### config.mk
export PLATFORM = sky130hd
export DESIGN_NAME = svv_ring_fifo
export DESIGN_NICKNAME = d
export VERILOG_FILES = /design/src/rtl/svv_ring_fifo.sv
export SDC_FILE = /design/constraint.sdc
export NUM_CORES = 1
export LEC_CHECK = 0
export ABC_AREA = 0
export BUFFER_PORTS_ARGS = -buffer_cell sky130_fd_sc_hd__buf_2
export CORE_ASPECT_RATIO = 0.8
export CORE_MARGIN = 4
export CORE_UTILIZATION = 60
export DETAILED_ROUTE_END_ITERATION = 10
export HOLD_SLACK_MARGIN = 0.08
export PLACE_DENSITY_LB_ADDON = 0.05
export SYNTH_ARGS = -nofsm -noshare
export SYNTH_HDL_FRONTEND = slang
export SYNTH_SLANG_ARGS = --single-unit
### constraint.sdc
create_clock -name clk_i -period 3.6 [get_ports clk_i]
set_input_delay 0.36 -clock clk_i [delete_from_list [all_inputs] [get_ports clk_i]]
set_output_delay 0.36 -clock clk_i [all_outputs]
set_load 0.005 [all_outputs]
### src/rtl/svv_ring_fifo.sv
// svv_ring_fifo: circular status-value FIFO with push/pull/set; define SVV_FIFO_OVERWRITE_EN to overwrite oldest when full
module svv_ring_fifo #(
    parameter int DEPTH     = 8,
    parameter int WIDTH     = 8,
    parameter int AFULL_THR = 6
) (
    input  logic                       clk_i,
    input  logic                       rsn_i,
    input  logic                       push_i,
    input  logic [WIDTH-1:0]           value_i,
    input  logic                       pull_i,
    input  logic                       set_i,
    input  logic [WIDTH-1:0]           set_value_i,
    input  logic                       clr_err_i,
    output logic [WIDTH-1:0]           value_o,
    output logic                       valid_o,
    output logic                       full_o,
    output logic                       afull_o,
    output logic [$clog2(DEPTH+1)-1:0] count_o,
    output logic                       err_ovf_o,
    output logic                       err_udf_o
);
    localparam int PW = $clog2(DEPTH);
    localparam int CW = $clog2(DEPTH+1);
    localparam logic [PW-1:0] LAST = PW'(DEPTH-1);
    logic [WIDTH-1:0] r_mem [DEPTH];
    logic [PW-1:0]    r_rd_ptr, r_wr_ptr;
    logic [CW-1:0]    r_count;
    logic             r_ovf, r_udf;
    logic             w_empty, w_full, w_set_ok, w_pull_ok, w_push_ok, w_ovw, w_ovf, w_udf;
    logic [PW-1:0]    w_newest, w_rd_nxt, w_wr_nxt;
    assign w_empty   = r_count == '0;
    assign w_full    = r_count == CW'(DEPTH);
    assign w_set_ok  = set_i && !w_empty;
    assign w_pull_ok = pull_i && !w_empty;
    assign w_push_ok = push_i && (!w_full || w_pull_ok);
    assign w_ovf     = push_i && w_full && !w_pull_ok;
    // a push into an empty FIFO absorbs the same-cycle pull without flagging underflow
    assign w_udf     = pull_i && w_empty && !push_i;
`ifdef SVV_FIFO_OVERWRITE_EN
    assign w_ovw     = w_ovf;
`else
    assign w_ovw     = 1'b0;
`endif
    assign w_newest  = r_wr_ptr == '0 ? LAST : r_wr_ptr - PW'(1);
    assign w_rd_nxt  = r_rd_ptr == LAST ? '0 : r_rd_ptr + PW'(1);
    assign w_wr_nxt  = r_wr_ptr == LAST ? '0 : r_wr_ptr + PW'(1);
    always_ff @(posedge clk_i or negedge rsn_i) begin
        if (!rsn_i) begin
            for (int i = 0; i < DEPTH; i++) r_mem[i] <= '0;
            r_rd_ptr <= '0;
            r_wr_ptr <= '0;
            r_count  <= '0;
            r_ovf    <= 1'b0;
            r_udf    <= 1'b0;
        end else begin
            if (w_set_ok) r_mem[w_newest] <= set_value_i;
            if (w_push_ok || w_ovw) begin
                r_mem[r_wr_ptr] <= value_i;
                r_wr_ptr        <= w_wr_nxt;
            end
            if (w_pull_ok || w_ovw) r_rd_ptr <= w_rd_nxt;
            if (w_push_ok && !w_pull_ok) r_count <= r_count + CW'(1);
            else if (w_pull_ok && !w_push_ok) r_count <= r_count - CW'(1);
            r_ovf <= w_ovf || (r_ovf && !clr_err_i);
            r_udf <= w_udf || (r_udf && !clr_err_i);
        end
    end
    assign value_o   = r_mem[r_rd_ptr];
    assign valid_o   = !w_empty;
    assign full_o    = w_full;
    assign afull_o   = r_count >= CW'(AFULL_THR);
    assign count_o   = r_count;
    assign err_ovf_o = r_ovf;
    assign err_udf_o = r_udf;
endmodule

Word-level counts from Yosys, hierarchy flattened
Cells that the tools add are included.
{"block": "classes", "add_sub_neg": 5, "magnitude_cmp": 6, "n_eq_ne": 3, "mux": 16, "bitwise_logic": 3, "reduce_logical": 25}
{"operator": "bitwise mux 64 bit", "count": 2}
{"operator": "2-to-1 mux 64 bit", "count": 2}
{"operator": "demux 8 bit (select 3 bit)", "count": 2}
{"operator": "2-to-1 mux 8 bit", "count": 4}
{"operator": "binary-select mux 8 bit (select 3 bit)", "count": 1}
{"operator": "logical AND 1 bit", "count": 13}
{"operator": ">= comparator 4 bit, second input constant", "count": 3}
{"operator": "inverter 3 -> 4 bit", "count": 3}
{"operator": "2-to-1 mux 3 bit", "count": 3}
{"operator": "less-than comparator 4 x 1 -> 1 bit, second input constant", "count": 2}
{"operator": "2-to-1 mux 4 bit", "count": 2}
{"operator": "adder 3 x 1 -> 3 bit, second input constant", "count": 2}
{"operator": "== test 3 bit, second input constant", "count": 2}
{"operator": "logical NOT 1 bit", "count": 6}
{"operator": "adder 4 x 1 -> 4 bit, second input constant", "count": 1}
{"operator": "== test 4 bit, second input constant", "count": 1}
{"operator": ">= comparator 4 x 3 -> 1 bit, second input constant", "count": 1}
{"operator": "logical NOT 4 bit", "count": 1}
{"operator": "subtractor 4 x 1 -> 4 bit, second input constant", "count": 1}
{"operator": "logical NOT 3 bit", "count": 1}
{"operator": "logical OR 1 bit", "count": 3}
{"operator": "subtractor 3 x 1 -> 3 bit, second input constant", "count": 1}
{"operator": "nonzero test 2 bit", "count": 1}
{"block": "totals", "reg_bits": 76, "in_bits": 22, "output_inout_bits": 17, "word_cells": 71}

Depth between registers and ports, before layout
{"block": "depth", "word_depth": 11, "depth_mapped": 11, "mapped_depth_nobuf": 10}

Worst setup path before layout
OpenSTA, ideal clock, no wires.
{"block": "synth_path", "path_type": "register to register", "from": "register r_count[0], in the netlist count_o[0]", "to": "register r_count[3], in the netlist count_o[3]", "setup_time_ps": 136, "t_arrival_ps": 2745, "required_time_ps": 3464, "path_slack_ps": 719, "path_stages_with_launch": 11, "n_path_buf": 1, "synth_period_minus_slack_ps": 2881, "path_cell_list": "dfrtp_1 or4b_4 buf_6 o21ai_1 inv_1 ha_1 inv_1 ha_1 a21o_1 a2111oi_0 o31ai_1"}
{"block": "synth_between", "elab_chain_len": 8, "word_cells_on_any_way": 16, "classes_between": "2 x add/sub; 1 x eq/ne; 2 x mux; 11 x reduce/logical"}
{"element": "from (decl)", "line": "28", "rtl": "logic [CW-1:0] r_count;"}
{"element": "from (signal assigned)", "line": "63", "rtl": "if (w_push_ok && !w_pull_ok) r_count <= r_count + CW'(1);"}
{"element": "from (signal assigned)", "line": "64", "rtl": "else if (w_pull_ok && !w_push_ok) r_count <= r_count - CW'(1);"}
{"element": "branches (longest 8 deep; another with subtractor 4 x 1 -> 4 bit)"}
Parallel ways; which one is timed is not known. The select of a mux whose other input is x is not followed.
A chain may end at the register's enable or synchronous reset.

Worst setup path in the final report
Ends and elaborated chain as after synthesis.

==> metrics.md <==
| Metric | Value |
|---|---|
| Status | finished clean |
| Die Span X | 104.7 um |
| GRT Total Usage | 26.20% |
| Clock Path Buffers | 2 |
| Initial antenna violation count | 0 |
| Starting Density | 63.58% |
| Share of post-route cells with drive strength above 1 | 25.23% |
| Die footprint | 8939 um2 |
| Boundary pin count | 39 |
| Fin crit share | 88.99% |
| Pwr/cell area | 948.9 nW/um2 |
| Crit. End Element | flop |
| Max Cap Viol | 0 |
| Resize count post-CTS | 0 |
| Synth Cell Area | 4489 um2 |
| Cell leakage power | 2.187 nW |
| Reg2reg end | count_o[3] |
| CTS H-Tree Depth | 3 |
| Nets | 460 |
| Clock Latency Late Sink | 360 ps |
| Yosys warning count | 0 |
| Die Ht | 85.37 um |
| Final number of setup-violating endpoints | 0 |
| Final Hold Fails | 0 |
| Commonest non-fill, non-tap cell in the layout | dfrtp_1 |
| Dpl hpwl | 7110 um |
| Worst reg2reg path depth | 9 |
| Flops & latches, synth | 76 |
| Flop-to-flop setup slack | 400 ps |
| Diodes inserted | 0 |
| Post-synthesis sequential area ratio | 42.36% |
| Worst vdd ir | 0.4923 mV |
| Cells after Synth | 411 |
| Remaining DRCs | 0 |
| Yosys top cell area share | 42.36% |
| Crit path setup slack, layout | 396.5 ps |
| Worst Hold Class | input pin to async pin |
| Drt wl/cell | 21.02 um |
| Most frequent cells in the layout | dfrtp_1, mux2i_1, nor2_1 |
| RSZ-0062 raised after global routing | false |
| Clock Tree Root | clkbuf_8 |
| Via count | 3221 |
| Asr flop ratio synth | 100.0% |
| Area of the core | 7061 um2 |
| Startpoint Class | flop |
| Unique cell type count in the Yosys netlist | 46 |
| Post-CTS Hold Buffers | 0 |
| Filler cells | 552 |
| Via/cell ratio | 6.206 |
| Clock tree sinks | 76 |
| Placement Rows | 27 |
| Ranking of synthesized cells by area | dfrtp_1, mux2i_1, mux4_2 |
| Synth Net Count | 443 |
| Synth Area per Inst | 10.92 um2 |
| Largest net degree at the start of global routing | 77 |
| TritonCTS buffer count | 9 |
| WL final | 10910 um |
| First-pass GRT wire length | 17770 um |
| Initial DRC Count | 204 |
| TNS Setup | 0 ps |
| Post-CTS setup buffer count | 0 |
| Number of global-route vias before repair | 3178 |
| Pre-antenna DRT Iters | 5 |
| Slew @ Worst Pin | 973.1 ps |
| P&R area growth vs syn | 8.361% |
| Kind of critical path | flop to flop |
| Main synth FF type | dfrtp_1 |
| Achievable frequency | 0.3122 GHz |
| Critical Path AT | 3430 ps |
| Worst Clk Skew | 11.48 ps |
| RD Place Congestion | 0.8021 |
| Critical path required time | 3830 ps |
| Number of enable flip-flop cells after synthesis | 0 |
| Reg clk slew, reported paths | 80 ps |
| Slew margin rel. | 35.13% |
| Crit Path Max Fanout | 11 |
| CTS tree | built |
| R2R Path Start | count_o[0] |
| Largest area contributor in the netlist | dfrtp_1 |
| Dpl ws | 454.4 ps |
| PortBufs | 38 |
| Max Slew Vio Count | 0 |
| Gr ovfl total | 0 |
| Antenna Nets Post-Route | 0 |
| Fin crit period | 3204 ps |
[worst max path at each step]
stage	from	endpoint	slack, ps	cells after the start
floorplan	count_o[0]	count_o[3]	720	10
global placement	count_o[0]	count_o[3]	570	9
detailed placement	count_o[0]	count_o[3]	450	9
CTS	count_o[0]	count_o[3]	430	9
global route	count_o[0]	count_o[3]	190	9
finish	count_o[0]	count_o[3]	400	9
[worst max-delay path, cell delays in order (launching register included)]
cell	delay [ps]
dfrtp_1	490
or4b_4	730
o21ai_1	310
inv_1	120
ha_1	240
inv_1	160
ha_1	250
a21o_1	200
a2111oi_0	440
o31ai_1	140
[routing by layer]
layer / track usage [%] / vias up / part of all wire (%)
li1: - / 1505 / -
met1: 37.25 / 1600 / 46
met2: 40.86 / 101 / 47
met3: 5.171 / 15 / 5.3
met4: 8.343 / 0 / 1.7
met5: 0 / - / 0
[synthesized netlist by cell type, types with 2 or more instances]
cell type and count:
nor3_1 4, buf_1 10, nor2_2 2, ha_1 9, and4b_1 3, nor2_1 64
mux2_2 12, dfrtp_1 76, nand2_1 4, clkbuf_1 11, nor3b_1 6, a21oi_2 2
nand3_2 3, buf_6 2, clkbuf_2 3, xnor2_1 2, mux4_2 16, buf_4 9
o21ai_4 6, buf_2 4, a21o_1 3, o21ai_0 4, mux2i_1 65, inv_1 7
a21oi_1 63
[sequential cells by signal, summed over array words and instances (netlist names)]
name / cells
r_mem: 64
count_o: 4
r_rd_ptr: 3
r_wr_ptr: 3
err_ovf_o: 1
err_udf_o: 1
[power breakdown]
group / leakage (nW) / switching (W) / total (W) / internal [W]
registers: 0.871 / 0.000362 / 0.00166 / 0.00129
logic: 1.21 / 0.00108 / 0.00226 / 0.00119
clock network: 0.102 / 0.000314 / 0.000699 / 0.000384
[layout make-up]
class                           instances  area [um2]  area share, %
Tap cell                               87       108.9          2.238
Inverter                                7       26.28         0.5401
Clock inverter                          5       77.57          1.595
Clock buffer                           10       127.6          2.623
Sequential cell                        76        1902          39.09
Timing Repair Buffer                   45       245.2          5.041
Multi-Input combinational cell        289        2377          48.87
[per-stage QoR]
stage / instance area (um2) / instances / util (%) / total power, W / hold slack [ps]
2_1_floorplan: 4489 / 411 / - / 0.003279 / 64.41
3_3_place_gp: 4659 / 504 / 65.99 / 0.003827 / 463.2
3_5_place_dp: 4659 / 504 / 65.99 / 0.003915 / 474.1
4_1_cts: 4865 / 519 / 68.90 / 0.004626 / 173.5
5_1_grt: 4865 / 519 / 68.90 / 0.004954 / 200.5
6_report: 4865 / 519 / 68.90 / 0.004616 / 141.7
[logic make-up (layout without fill, tap and decap cells)]
logic type	Yosys count	in the layout	share of synthesized area, %
flops	76	76	42.36
fa+ha+maj	10	10	2.954
simple gates	96	96	10.70
mux	93	93	25.53
xor+xnor	2	2	0.3903
compound gates	88	88	12.93
buf+inv	46	67	5.128
No activity file was read; power rests on OpenSTA's default activity.
